===== config.mk =====
export PLATFORM = sky130hd
export DESIGN_NAME = rvx_irq_arbiter
export DESIGN_NICKNAME = d
export VERILOG_FILES = /design/src/rtl/rvx_irq_arbiter_pkg.sv /design/src/rtl/rvx_irq_gateway.sv /design/src/rtl/rvx_irq_arbiter.sv
export SDC_FILE = /design/constraint.sdc
export NUM_CORES = 1
export LEC_CHECK = 0
export CAP_MARGIN = 10
export CORE_MARGIN = 3
export CORE_UTILIZATION = 58
export CTS_BUF_LIST = sky130_fd_sc_hd__clkbuf_8
export DETAILED_ROUTE_END_ITERATION = 7
export GPL_TIMING_DRIVEN = 0
export PLACE_DENSITY_LB_ADDON = 0.05
export SYNTH_ARGS = -nofsm -noshare
export SYNTH_HDL_FRONTEND = slang
export SYNTH_HIERARCHICAL = 1
export SYNTH_SLANG_ARGS = --single-unit

===== constraint.sdc =====
create_clock -name clock -period 3.6 [get_ports clock]
set_clock_uncertainty 0.15 [all_clocks]
set_input_delay 0.72 -clock clock [delete_from_list [all_inputs] [get_ports clock]]
set_output_delay 0.72 -clock clock [all_outputs]
set_load 0.02 [all_outputs]

===== src/rtl/rvx_irq_arbiter_pkg.sv =====
//------------------------------------------------------------------------------
// rvx_irq_arbiter_pkg
// Shared constants for the external interrupt arbiter: register byte offsets,
// claim FSM state encodings, the maximum source count and an ID type.
// Ports: none (package).
// Revision: 1.0 - initial release
//------------------------------------------------------------------------------
`default_nettype none

package rvx_irq_arbiter_pkg;

  localparam int RVX_IRQ_MAX_SOURCES = 31;

  localparam logic [4:0] RVX_IRQ_ARBITER_PENDING_ADDR = 5'h00;
  localparam logic [4:0] RVX_IRQ_ARBITER_ENABLE_ADDR  = 5'h04;
  localparam logic [4:0] RVX_IRQ_ARBITER_EDGE_ADDR    = 5'h08;
  localparam logic [4:0] RVX_IRQ_ARBITER_CLAIM_ADDR   = 5'h0C;
  localparam logic [4:0] RVX_IRQ_ARBITER_STATUS_ADDR  = 5'h10;

  localparam logic [0:0] RVX_IRQ_STATE_IDLE    = 1'b0;
  localparam logic [0:0] RVX_IRQ_STATE_CLAIMED = 1'b1;

  // Source ID: source i is ID i+1, ID 0 means "none".
  typedef logic [4:0] irq_id_t;

  // Register decode uses bits [4:2] only; the byte lane bits are ignored.
  function automatic logic [4:0] reg_offset(input logic [4:0] addr);
    return {addr[4:2], 2'b00};
  endfunction

endpackage

`default_nettype wire


===== src/rtl/rvx_irq_gateway.sv =====
//------------------------------------------------------------------------------
// rvx_irq_gateway
// Per-source interrupt gateway: optional 2-flop synchronizer (macro
// RVX_IRQ_ARBITER_SYNC_EN), edge history and the pending latch.
// Ports:
//   clock, reset_n   clock and asynchronous active-low reset
//   src              raw request line
//   edge_mode        1 = rising-edge capture, 0 = level capture
//   in_service       this source's ID is currently claimed
//   claim_clear      this source is being claimed this cycle
//   pending          latched request
// Revision: 1.0 - initial release
//------------------------------------------------------------------------------
`default_nettype none

module rvx_irq_gateway (
  input  logic clock,
  input  logic reset_n,
  input  logic src,
  input  logic edge_mode,
  input  logic in_service,
  input  logic claim_clear,
  output logic pending
);

  logic sampled;
  logic prev;
  logic set_req;

`ifdef RVX_IRQ_ARBITER_SYNC_EN
  logic sync_meta;
  logic sync_out;

  always_ff @(posedge clock or negedge reset_n) begin
    if (!reset_n) begin
      sync_meta <= 1'b0;
      sync_out  <= 1'b0;
    end else begin
      sync_meta <= src;
      sync_out  <= sync_meta;
    end
  end

  assign sampled = sync_out;
`else
  assign sampled = src;
`endif

  // Edge mode may re-arm while in service; level mode waits until the
  // source is released from service so a held line is not claimed twice.
  assign set_req = edge_mode ? (sampled & ~prev) : (sampled & ~in_service);

  always_ff @(posedge clock or negedge reset_n) begin
    if (!reset_n) begin
      prev    <= 1'b0;
      pending <= 1'b0;
    end else begin
      prev <= sampled;
      // A claim wins over a coincident set, so a level source held high is
      // not re-latched on the claim edge itself.
      if (claim_clear) begin
        pending <= 1'b0;
      end else if (set_req) begin
        pending <= 1'b1;
      end
    end
  end

endmodule

`default_nettype wire


===== src/rtl/rvx_irq_arbiter.sv =====
//------------------------------------------------------------------------------
// rvx_irq_arbiter
// Shares the machine external interrupt among up to 31 sources. Fixed
// priority (lowest ID wins), claim/complete register pair with one claim
// outstanding. Optional input synchronizers: RVX_IRQ_ARBITER_SYNC_EN.
// Ports:
//   clock, reset_n   clock and asynchronous active-low reset
//   irq_sources      raw peripheral request lines
//   rw_address       register byte address ([4:2] decoded)
//   read_request     single-cycle read strobe
//   write_request    single-cycle write strobe
//   write_data       write payload
//   read_data        registered read result, held until next read
//   irq_external     registered interrupt request to the CSR file
// Revision: 1.0 - initial release
//------------------------------------------------------------------------------
`default_nettype none

import rvx_irq_arbiter_pkg::*;

module rvx_irq_arbiter #(
  parameter int NUM_SOURCES = 16
) (
  input  logic                   clock,
  input  logic                   reset_n,
  input  logic [NUM_SOURCES-1:0] irq_sources,
  input  logic [4:0]             rw_address,
  input  logic                   read_request,
  input  logic                   write_request,
  input  logic [31:0]            write_data,
  output logic [31:0]            read_data,
  output logic                   irq_external
);

  localparam int PAD = 32 - NUM_SOURCES;

  logic [NUM_SOURCES-1:0] enable_q;
  logic [NUM_SOURCES-1:0] edge_q;
  logic [NUM_SOURCES-1:0] pending;
  logic [NUM_SOURCES-1:0] claim_clear;
  logic [NUM_SOURCES-1:0] in_service;
  logic [0:0]             state_q;
  irq_id_t                id_q;

  logic                   win_valid;
  irq_id_t                win_id;
  logic [4:0]             offset;
  logic                   is_claim;
  logic                   claim_take;
  logic                   complete;
  logic [31:0]            rd_mux;
  logic                   unused_bits;

  assign unused_bits = ^write_data[31:NUM_SOURCES];

  // Scan from the top so the lowest enabled pending source is left last.
  always_comb begin
    win_valid = 1'b0;
    win_id    = '0;
    for (int i = NUM_SOURCES - 1; i >= 0; i--) begin
      if (pending[i] && enable_q[i]) begin
        win_valid = 1'b1;
        win_id    = 5'(i + 1);
      end
    end
  end

  assign offset     = reg_offset(rw_address);
  assign is_claim   = (offset == RVX_IRQ_ARBITER_CLAIM_ADDR);
  assign claim_take = read_request & is_claim & (state_q == RVX_IRQ_STATE_IDLE) & win_valid;
  assign complete   = write_request & is_claim & (state_q == RVX_IRQ_STATE_CLAIMED) &
                      (write_data[4:0] == id_q);

  for (genvar i = 0; i < NUM_SOURCES; i++) begin : g_src
    assign claim_clear[i] = claim_take & (win_id == 5'(i + 1));
    assign in_service[i]  = (state_q == RVX_IRQ_STATE_CLAIMED) & (id_q == 5'(i + 1));

    rvx_irq_gateway u_gateway (
      .clock      (clock),
      .reset_n    (reset_n),
      .src        (irq_sources[i]),
      .edge_mode  (edge_q[i]),
      .in_service (in_service[i]),
      .claim_clear(claim_clear[i]),
      .pending    (pending[i])
    );
  end

  // Read mux reflects pre-write state, so a same-cycle claim read and
  // complete write returns 0 and the claim only sees IDLE next cycle.
  always_comb begin
    rd_mux = '0;
    case (offset)
      RVX_IRQ_ARBITER_PENDING_ADDR: rd_mux = {{PAD{1'b0}}, pending};
      RVX_IRQ_ARBITER_ENABLE_ADDR:  rd_mux = {{PAD{1'b0}}, enable_q};
      RVX_IRQ_ARBITER_EDGE_ADDR:    rd_mux = {{PAD{1'b0}}, edge_q};
      RVX_IRQ_ARBITER_CLAIM_ADDR:   rd_mux = (state_q == RVX_IRQ_STATE_IDLE && win_valid) ?
                                             {27'd0, win_id} : 32'd0;
      RVX_IRQ_ARBITER_STATUS_ADDR:  rd_mux = {(state_q == RVX_IRQ_STATE_CLAIMED), 26'd0, id_q};
      default:                      rd_mux = '0;
    endcase
  end

  always_ff @(posedge clock or negedge reset_n) begin
    if (!reset_n) begin
      enable_q     <= '0;
      edge_q       <= '0;
      state_q      <= RVX_IRQ_STATE_IDLE;
      id_q         <= '0;
      read_data    <= '0;
      irq_external <= 1'b0;
    end else begin
      irq_external <= (state_q == RVX_IRQ_STATE_IDLE) & win_valid;

      if (read_request) begin
        read_data <= rd_mux;
      end

      if (write_request && offset == RVX_IRQ_ARBITER_ENABLE_ADDR) begin
        enable_q <= write_data[NUM_SOURCES-1:0];
      end
      if (write_request && offset == RVX_IRQ_ARBITER_EDGE_ADDR) begin
        edge_q <= write_data[NUM_SOURCES-1:0];
      end

      // claim_take requires IDLE and complete requires CLAIMED, so they
      // never fire together.
      if (complete) begin
        state_q <= RVX_IRQ_STATE_IDLE;
        id_q    <= '0;
      end else if (claim_take) begin
        state_q <= RVX_IRQ_STATE_CLAIMED;
        id_q    <= win_id;
      end
    end
  end

endmodule

`default_nettype wire

Word level (Yosys, flattened, before mapping)
Index checks and enable logic that the tools add are counted.

cells by class
  eq/ne operators = 37
  mux-type cells = 86
  bitwise operators = 104
  reduce and logical (&&, ||, !) cells = 37

operator list
  kind                                                                   number
  32-bit one-hot mux with 5 select lines                                 1
  5-bit 2-to-1 mux                                                       19
  5-bit by 4-bit equality test with 1-bit output, second input constant  16
  1-bit bitwise AND                                                      71
  1-bit 2-to-1 mux                                                       66
  5-bit by 3-bit equality test with 1-bit output, second input constant  8
  2-bit nonzero test                                                     17
  1-bit inverter                                                         33
  5-bit by 2-bit equality test with 1-bit output, second input constant  4
  1-bit logical AND                                                      19
  5-bit by 1-bit equality test with 1-bit output, second input constant  2
  5-bit equality test, second input constant                             2
  3-bit by 2-bit equality test with 1-bit output, second input constant  2
  5-bit equality test                                                    1
  5-bit logical NOT                                                      1
  3-bit by 1-bit equality test with 1-bit output, second input constant  1
  3-bit equality test, second input constant                             1

storage, ports and cells
  register bits after elaboration = 103
  input port bits = 57
  output and inout port bits = 33
  word-level logic and storage cells = 302

Longest topological paths before layout
  depth after elaboration = 20
  depth in mapped cells = 8
  mapped depth without buffers = 7

Modules after synthesis
Netlist, hierarchy kept.

by module, submodules not included
  module           instances  cells an instance  area an instance (um^2)  seq. area each (um^2)
  rvx_irq_arbiter  1          339                3,230.6                  1,401.3
  rvx_irq_gateway  16         6                  83.8                     50.0

Least setup slack after synthesis
No wires, ideal clock.

  path kind = input-to-reg
  start = in rw_address[4]
  end = reg g_src[7].u_gateway.pending
  setup time = 0.135 ns
  arrival time = 2.286 ns
  data required time = 3.315 ns
  setup slack = 1.028 ns
  stages = 8
  path buffers = 1
  path through = clkbuf_1 nand2b_1 or3_1 nor3_2 nand2_1 nor4_1 nand2b_1 o22ai_2

between the ends
  longest elaborated chain between the ends = 6
  elaborated cells on any way between the ends = 7
  those cells by class = eq/ne: 1; mux: 1; bitwise: 4; reduce/logical: 1

ends and longest elaborated chain
  item                                                    RTL line               RTL
  start, declared                                         rvx_irq_arbiter.sv:27  input logic [4:0] rw_address,
  3-bit by 2-bit equality test with 1-bit output (*)      rvx_irq_arbiter.sv:69  assign is_claim = (offset == RVX_IRQ_ARBITER_CLAIM_ADDR);
  1-bit bitwise AND (*) (3 in series)                     rvx_irq_arbiter.sv:70  assign claim_take = read_request & is_claim & (state_q == RVX_IRQ_STATE_IDLE) & win_valid;
  1-bit bitwise AND (*)                                   rvx_irq_arbiter.sv:75  assign claim_clear[i] = claim_take & (win_id == 5'(i + 1));
  via claim_clear[7]                                      rvx_irq_arbiter.sv:40  logic [NUM_SOURCES-1:0] claim_clear;
  1-bit 2-to-1 mux or 2-bit nonzero test (tied branches)  -
  end signal, assigned                                    rvx_irq_gateway.sv:56  pending <= 1'b0;
  end signal, assigned                                    rvx_irq_gateway.sv:62  pending <= 1'b0;
  end signal, assigned                                    rvx_irq_gateway.sv:64  pending <= 1'b1;
  end, declared                                           rvx_irq_gateway.sv:23  output logic pending

The timed path passes the listed nets; every way through them passes the cells marked *.
A chain may end at the register's enable or synchronous reset.

Final worst setup path
  start = in read_request
  end = reg g_src[7].u_gateway.pending

between the ends
  longest elaborated chain between the ends = 5
  elaborated cells on any way between the ends = 6
  those cells by class = mux: 1; bitwise: 4; reduce/logical: 1

ends and longest elaborated chain
  item                                                    RTL line               RTL
  start, declared                                         rvx_irq_arbiter.sv:28  input logic read_request,
  1-bit bitwise AND (*) (3 in series)                     rvx_irq_arbiter.sv:70
  1-bit bitwise AND (*)                                   rvx_irq_arbiter.sv:75
  via claim_clear[7]                                      rvx_irq_arbiter.sv:40
  1-bit 2-to-1 mux or 2-bit nonzero test (tied branches)  -

Marked as above.

==> results.json <==
{
  "max_cap_violations": 0,
  "synth_adder_area_share": 0,
  "synth_cells": 435,
  "num_vias": 3706,
  "tns_ns": 0,
  "synth_top_family_by_area": "compound AO/OA/AOI/OAI gates",
  "synth_xor_area_frac": 0.00958,
  "drt_wl_total_microns": 11400,
  "slew_viol_final": 0,
  "synth_compound_area_frac": 0.155,
  "worst_pin_slew_ns": 0.878,
  "synth.avg_cell_area_sq_um": 10.5,
  "dp.cells": 604,
  "min_period_over_period": 0.811,
  "ir_drop_mv": 0.321,
  "status": "complete, no violations",
  "worstSetupStartpointType": "input port",
  "clkLatencyLatePin_ns": 0.36,
  "cts_hold_buf": 0,
  "slowest_delay_ns": 0.60,
  "grt_first_pass_wirelength_microns": 18300,
  "synth_warnings": 6,
  "core_area_sq_um": 7450,
  "die_w_microns": 94.8,
  "setup_viol": 0,
  "io_buffers": 55,
  "antenna_found_initial": 0,
  "comb_power_share": 0.273,
  "drt-initial-drc-count": 364,
  "ioPinCount": 90,
  "yosysTopAreaCell": "dfrtp_1",
  "swShare": 0.329,
  "synth_edf_count": 0,
  "cts.sinks": 88,
  "first_global_vias": 3568,
  "synth.yosys.seq_area_share": 0.482,
  "cp.required_ns": 3.68,
  "synthMuxAreaShare": 0.153,
  "crit_slowest_cell": "clkdlybuf4s50_1",
  "drive_above_1_share": 0.136,
  "cts-root-buf": "clkbuf_8",
  "place_congestion": 1.05,
  "synth_flop_cell": "dfrtp_1",
  "switching_power_w": 0.000908,
  "nNetsFinal": 573,
  "diodes": 0,
  "cp_cell_sequence": "clkdlybuf4s50_1 > nand2b_1 > or3_1 > nor3_2 > nand2_1 > nor4_1 > nand2b_1 > o22ai_2",
  "drt_first_pass_iters": 5,
  "numCtsBuffers": 9,
  "critical_path_class": "in2reg",
  "worst-path-buf-inv": 1,
  "start_util": 0.614,
  "fin_crit_ns": 2.92,
  "yosys.area_share.simple": 0.134,
  "cp-end-kind": "register",
  "gr-total-overflow": 0,
  "timing.final.hold_violations": 0,
  "cp_top_family": "simple AND/OR/NAND/NOR gates",
  "cts.clk_slew.worst_paths_ns": 0.10,
  "antenna_left": 0,
  "cp_max_fo": 6,
  "ys_ff_latch": 88,
  "vias_per_cell": 5.98,
  "grt_max_degree": 49,
  "clkPwrFrac": 0.273,
  "hpwl_microns": 8490,
  "track_usage": 0.273,
  "cts_tree": "yes",
  "final_cells": 620,
  "cell_internal_pwr_w": 0.00186,
  "async_flop_share": 1.00,
  "cts_setup_buffers": 0,
  "cts_resized": 0,
  "synth_area_sq_um": 4570,
  "synth_top_area_share": 0.482,
  "slew_headroom": 0.409,
  "crit_arrival_ns": 3.00,
  "hold_class": "in2async",
  "path_common_cell": "nand2b_1",
  "cts_max_path_buffers": 2,
  "dieArea_sq_um": 8980,
  "cellPowerDensity_nw_per_um2": 499,
  "max_freq_ghz": 0.343,
  "drc": 0,
  "syn2layout_area_growth_pct": 21.2,
  "yosys-top-cells-area": "dfrtp_1 (48%), mux2_1 (8.9%), o22ai_2 (4.4%)",
  "htreeDepth": 3,
  "dpl_cell_area_sq_um": 5320,
  "p_leak_nw": 2.60,
  "die-height_microns": 94.8,
  "stdcell_area_sq_um": 5540,
  "synth_cell_type_count": 51,
  "rsz0062_at_grt": "false",
  "placementRows": 31,
  "post_drt_wl_per_cell_microns": 18.3,
  "p_seq_frac": 0.454,
  "worst_hold_slack_ns": 0.184
}
cell usage after synthesis (2+ instances only):
| master | number |
|---|---|
| a31oi_1 | 3 |
| dfrtp_1 | 88 |
| a2bb2oi_1 | 3 |
| o21ai_0 | 5 |
| a22oi_1 | 8 |
| nor4_1 | 6 |
| o22ai_1 | 11 |
| mux2i_1 | 16 |
| a21oi_1 | 22 |
| mux2_1 | 36 |
| nor2b_1 | 7 |
| inv_1 | 30 |
| o22ai_2 | 16 |
| a22o_1 | 2 |
| xor2_1 | 2 |
| clkbuf_1 | 12 |
| nor2_1 | 34 |
| buf_4 | 15 |
| a211o_1 | 4 |
| xnor2_1 | 3 |
| nand2b_1 | 20 |
| and3b_1 | 2 |
| buf_2 | 5 |
| nand3_1 | 7 |
| and2_1 | 3 |
| mux2_2 | 12 |
| a21o_1 | 2 |
| nand4_1 | 2 |
| nor3_1 | 10 |
| a32o_1 | 2 |
| nand2_1 | 27 |
power by group through the flow:
| stage | clock (W) | sequential (W) | combinational, W |
|---|---|---|---|
| 6_report | 0.000754 | 0.00126 | 0.000755 |
| 4_1_cts | 0.000773 | 0.00125 | 0.000747 |
| 3_5_place_dp | 0 | 0.00127 | 0.000742 |
| 2_1_floorplan | 0 | 0.00127 | 0.000470 |
| 3_3_place_gp | 0 | 0.00127 | 0.000718 |
| 5_1_grt | 0.000809 | 0.00128 | 0.000824 |
kinds of logic (layout without fill, tap and decap cells):
group	Yosys count	after routing
buf+inv	63	135
other cells	1	15
flops	88	88
mux	64	64
xor+xnor	5	5
compound gates	91	91
simple gates	123	123
cell usage in the layout (no fill, tap or decap), types with 4 or more instances in the layout:
master	synthesis	final
nor3_1	10	10
mux2_1	36	36
nand2b_1	20	20
a21oi_1	22	22
clkdlybuf4s50_1	0	54
clkbuf_8	0	9
inv_1	30	30
dfrtp_1	88	88
buf_2	5	5
clkbuf_1	12	12
conb_1	1	15
a22oi_1	8	8
o22ai_1	11	11
nand2_1	27	27
nor4_1	6	6
nor2b_1	7	7
o22ai_2	16	16
mux2i_1	16	16
mux2_2	12	12
a211o_1	4	4
buf_4	15	16
nor2_1	34	34
o21ai_0	5	5
nand3_1	7	7
flip-flops by register name, summed over array words and instances, names as in the netlist:
name and count:
read_data 17, edge_q 16, enable_q 16, g_src.u_gateway/pending 16, g_src.u_gateway/prev 16, id_q 5, irq_external 1, state_q 1
through the flow:
stage               setup WS (ns)  utilization  total power [W]
floorplan                    1.03            -          0.00174
global placement            -1.44        0.712          0.00198
detailed placement          0.332        0.715          0.00201
CTS                         0.719        0.744          0.00277
global route                0.563        0.744          0.00291
finish                      0.681        0.744          0.00276
path summary, 6_finish.rpt:
kind                                from                          end  slack (ns)  cells after the start
max                         read_request   g_src[7].u_gateway/pending        0.68                      8
min                              reset_n                 read_data[2]        0.18                      1
max reg2reg                  enable_q[8]   g_src[6].u_gateway/pending        0.94                      7
min reg2reg                read_data[10]                read_data[10]        0.38                      2
max in group asynchronous        reset_n  g_src[14].u_gateway/pending        2.49                      2
min in group clock         read_data[10]                read_data[10]        0.38                      2
layer usage:
layer | routed length, microns | GRT usage
met1 | 4960 | 0.373
met2 | 5350 | 0.432
met3 | 815 | 0.0629
met4 | 226 | 0.0853
met5 | 0 | 0
layout make-up:
class,instances,area [sq um]
fillers,563,1900
well taps,99,124
multi-input cells,298,2120
clock inverters,7,95.1
plain buffers,33,186
flip-flops and latches,88,2200
repair buffers,56,576
clock buffers,9,124
inverters,30,113
worst register-to-register path, stage by stage, from the launching register on:
cell and delay, ns:
dfrtp_1 0.43, a22oi_1 0.37, o21ai_0 0.21, a31oi_1 0.36
a32oi_1 0.23, nor3_1 0.52, nand2b_1 0.20, o22ai_2 0.06
No activity file was read; power rests on OpenSTA's default activity.
==> RTL change 1, RTL diff (same flow settings) <==
The parameter `NUM_SOURCES` goes from 16 to 15.
--- a/src/rtl/rvx_irq_arbiter.sv
+++ b/src/rtl/rvx_irq_arbiter.sv
@@ -21,3 +21,3 @@
 module rvx_irq_arbiter #(
-  parameter int NUM_SOURCES = 16
+  parameter int NUM_SOURCES = 15
 ) (
Ports: changed (resized irq_sources); port bits go from 90 to 89. The function was not compared with the original's and may differ.
==> RTL change 1 against the unedited design <==
- utilization rose by 0.44 points
- sequential share of layout area fell by 0.68 points
- synthesized area fell by 5.6%
- register-to-register slack improved by 230 ps
- sequential cell count fell by 6
- total power fell by 10%
- critical path type unchanged
- design area fell by 5.2%
- first-iteration DRC count fell by 21%
- routed wire length fell by 8.4%
- largest power group unchanged
- via count fell by 8.6%
- worst setup slack improved by 320 ps
==> RTL change 1: results (changes against the unedited design) <==
Post-DP HPWL 7795 µm (was 8488 µm); register share of the cell area 0.3905 (was 0.3973); worst setup path end g_src[13].u_gateway/pending (was g_src[7].u_gateway/pending); metal3 WL 767 µm (was 815 µm); vias in the first global route 3397 (was 3568); signal buffers share of area 0.1407 (was 0.1375); # Taps 96 (was 99); vias per cell 5.803 (was 5.977); Finished Layout Cells 584 (was 620); leak pwr 2.448 nW (was 2.598 nW); status complete, no violations (unchanged); Area Overhead vs Synth 21.74% (was 21.24%); Slew Limit Headroom 0.5933 (was 0.4094); gpl congestion 0.9022 (was 1.051); slowest stage delay, CP 470 ps (was 600 ps); Non-clock buffers 84 (was 89); Routed WL 10400 µm (was 11360 µm); RR Endpoint g_src[3].u_gateway/pending (was g_src[6].u_gateway/pending); nonclk inv count 27 (was 30); first-iteration detailed-routing DRC count 286 (was 364); Worst EP arrival 2700 ps (was 3000 ps); Placed Instances 568 (was 604); met2 WL 4842 µm (was 5353 µm); Comb power frac 0.235 (was 0.273); Layout Nets 539 (was 573); reg2reg setup slack 1170 ps (was 940 ps); R2R Path Start enable_q[6] (was enable_q[8]); share of layout cells above drive strength 1 0.2029 (was 0.1363); clock network area share 0.04310 (was 0.03950); total track usage 0.2586 (was 0.2727); first-pass GRT wire length 17020 µm (was 18290 µm); NetSw 0.7505 mW (was 0.9081 mW); CLK BUF 10 (was 9); Avg Inst Size Synth 10.66 µm² (was 10.51 µm²); Seq/Total Area, Yosys 0.4754 (was 0.4817); Max FO, Critical Path 7 (was 6); #FFs+latches synth 82 (was 88); pre-CTS WS 635.1 ps (was 331.6 ps); launching element of the worst setup path rw_address[2] (was read_request)
==> RTL change 1: cell count changes after synthesis, moves of 5 or more <==
cell,before,now
dfrtp_1,88,82
nand2_1,27,22
nor2b_1,7,2
mux2_2,12,31
nor4_1,6,0
clkbuf_1,12,4
a21oi_1,22,15
mux2_1,36,15
==> RTL change 1: cell families after synthesis <==
logic type      synth area share
simple gates              0.1391
flops                     0.4754
compound gates            0.1510
mux                       0.1548
buf+inv                  0.07072
xor+xnor                0.008115
other cells            0.0008687
==> RTL change 1: power groups by stage <==
stage / Combinational (mW) / Clock, mW / Sequential [mW]
2_1_floorplan: 0.365 / 0 / 1.15
3_3_place_gp: 0.556 / 0 / 1.15
3_5_place_dp: 0.574 / 0 / 1.16
4_1_cts: 0.578 / 0.766 / 1.14
5_1_grt: 0.626 / 0.803 / 1.15
6_report: 0.581 / 0.755 / 1.14
==> RTL change 2, RTL diff (config.mk and constraints unchanged) <==
Without the edit above. Register the input `irq_sources` before use, with the module's reset. The logic sees it one clock later. The other inputs are not delayed to match.
--- a/src/rtl/rvx_irq_arbiter.sv
+++ b/src/rtl/rvx_irq_arbiter.sv
@@ -35,2 +35,12 @@
   localparam int PAD = 32 - NUM_SOURCES;
+
+  logic [NUM_SOURCES-1:0] irq_sources_q;
+
+  always_ff @(posedge clock or negedge reset_n) begin
+    if (!reset_n) begin
+      irq_sources_q <= '0;
+    end else begin
+      irq_sources_q <= irq_sources;
+    end
+  end
 
@@ -80,3 +90,3 @@
       .reset_n    (reset_n),
-      .src        (irq_sources[i]),
+      .src        (irq_sources_q[i]),
       .edge_mode  (edge_q[i]),
Function: changed (a bounded check fails within 4 cycles, from zero or initial values and one cycle with reset_n low).
==> RTL change 2 against the unedited design <==
- global-route usage down 2.3 points
- sequential cell count is 16 higher
- count of clock-buffer cells in the layout did not move
- combinational power rose by 2.9%
- cell count increased by 2.4%
- worst setup slack lost 360 ps
- synthesized area up 10%
- register-to-register slack worse by 130 ps
- routed wire length up 1.3%
- clock power is 6.5% lower
- design area is 8.0% higher
- total power grew 6.9%
- sequential power increased by 17%
- highest routed layer unchanged
==> RTL change 2: results (changes against the unedited design) <==
status complete, no violations (unchanged); metal3 WL 692 µm (was 815 µm); IO buf count 56 (was 55); H-tree depth 3 (unchanged); Max FO, Critical Path 9 (was 6); grt met3 use 0.04418 (was 0.06295); gpl congestion 0.8677 (was 1.051); CTS Buffer Depth 2 (unchanged); leak pwr 2.753 nW (was 2.598 nW); Biggest register read_data (unchanged); Reg clk slew, reported paths 120 ps (was 100 ps); First-pass DRT Iterations 4 (was 5); met2 WL 5202 µm (was 5353 µm); fill count 614 (was 563); Clk. pwr 0.705 mW (was 0.754 mW); Seq/Total Area, Yosys 0.5175 (was 0.4817); first-pass GRT wire length 19040 µm (was 18290 µm); worst hold slack 205.0 ps (was 184.5 ps); first-iteration detailed-routing DRC count 214 (was 364); R2R Path Start g_src[1].u_gateway/pending (was enable_q[8]); Avg Inst Size Synth 11.35 µm² (was 10.51 µm²); total track usage 0.2493 (was 0.2727); Pint 1.951 mW (was 1.856 mW); share of layout cells above drive strength 1 0.1849 (was 0.1363); pre-CTS WS -6.852 ps (was 331.6 ps); met2 Use GR 0.3812 (was 0.4322); Worst-Skew Late Latency 390 ps (was 360 ps); worst setup path end g_src[7].u_gateway/pending (unchanged); Finished Layout Cells 635 (was 620); largest net degree at the start of global routing 55 (was 49); Post-DP HPWL 8542 µm (was 8488 µm); met1 Usage GRT 0.3732 (was 0.3729); Placed Instances 619 (was 604); launching element of the worst setup path rw_address[4] (was read_request); Synth cell types 50 (was 51); Worst EP arrival 3370 ps (was 3000 ps); top post-synthesis cells by area dfrtp_1, mux2_2, o22ai_2 (was dfrtp_1, mux2_1, o22ai_2); Slew Limit Headroom 0.4574 (was 0.4094); vias 3663 (was 3706); Max rail drop VDD 255.8 µV (was 320.8 µV); CTS Root Cell clkbuf_8 (unchanged); final setup margin 325.0 ps (was 681.2 ps); most frequent cells after synthesis dfrtp_1, nor2_1, mux2_2 (was dfrtp_1, mux2_1, nor2_1); combinational power 0.777 mW (was 0.755 mW); wire per inst 18.11 µm (was 18.32 µm); reg2reg setup slack 810 ps (was 940 ps); met1 wire length 5487 µm (was 4961 µm); Layout Nets 582 (was 573)
RTL change 2: layout make-up:
cell class,count,area share
flip-flops and latches,104,0.4349
clock inverters,7,0.01045
clock buffers,9,0.02070
plain buffers,33,0.03303
inverters,19,0.01192
multi-input cells,301,0.3692
repair buffers,57,0.09785
well taps,105,0.02195
RTL change 2: through the flow:
stage | area (µm²) | total power, mW
after floorplan | 5081 | 1.975
after global placement | 5773 | 2.236
after detailed placement | 5798 | 2.259
after CTS | 5984 | 2.957
after global routing | 5984 | 3.113
final | 5984 | 2.954
RTL change 2: kinds of logic (layout without fill, tap and decap cells):
| group | after synthesis | count (layout) | share of synthesized area |
|---|---|---|---|
| muxes | 64 | 64 | 0.1393 |
| and+or+nand+nor | 132 | 132 | 0.1324 |
| AOI/OAI and AO/OA | 85 | 85 | 0.1478 |
| other | 1 | 15 | 0.0007457 |
| buffers and inverters | 52 | 125 | 0.05350 |
| xor gates and xnor gates | 5 | 5 | 0.008708 |
| DFF | 104 | 104 | 0.5175 |
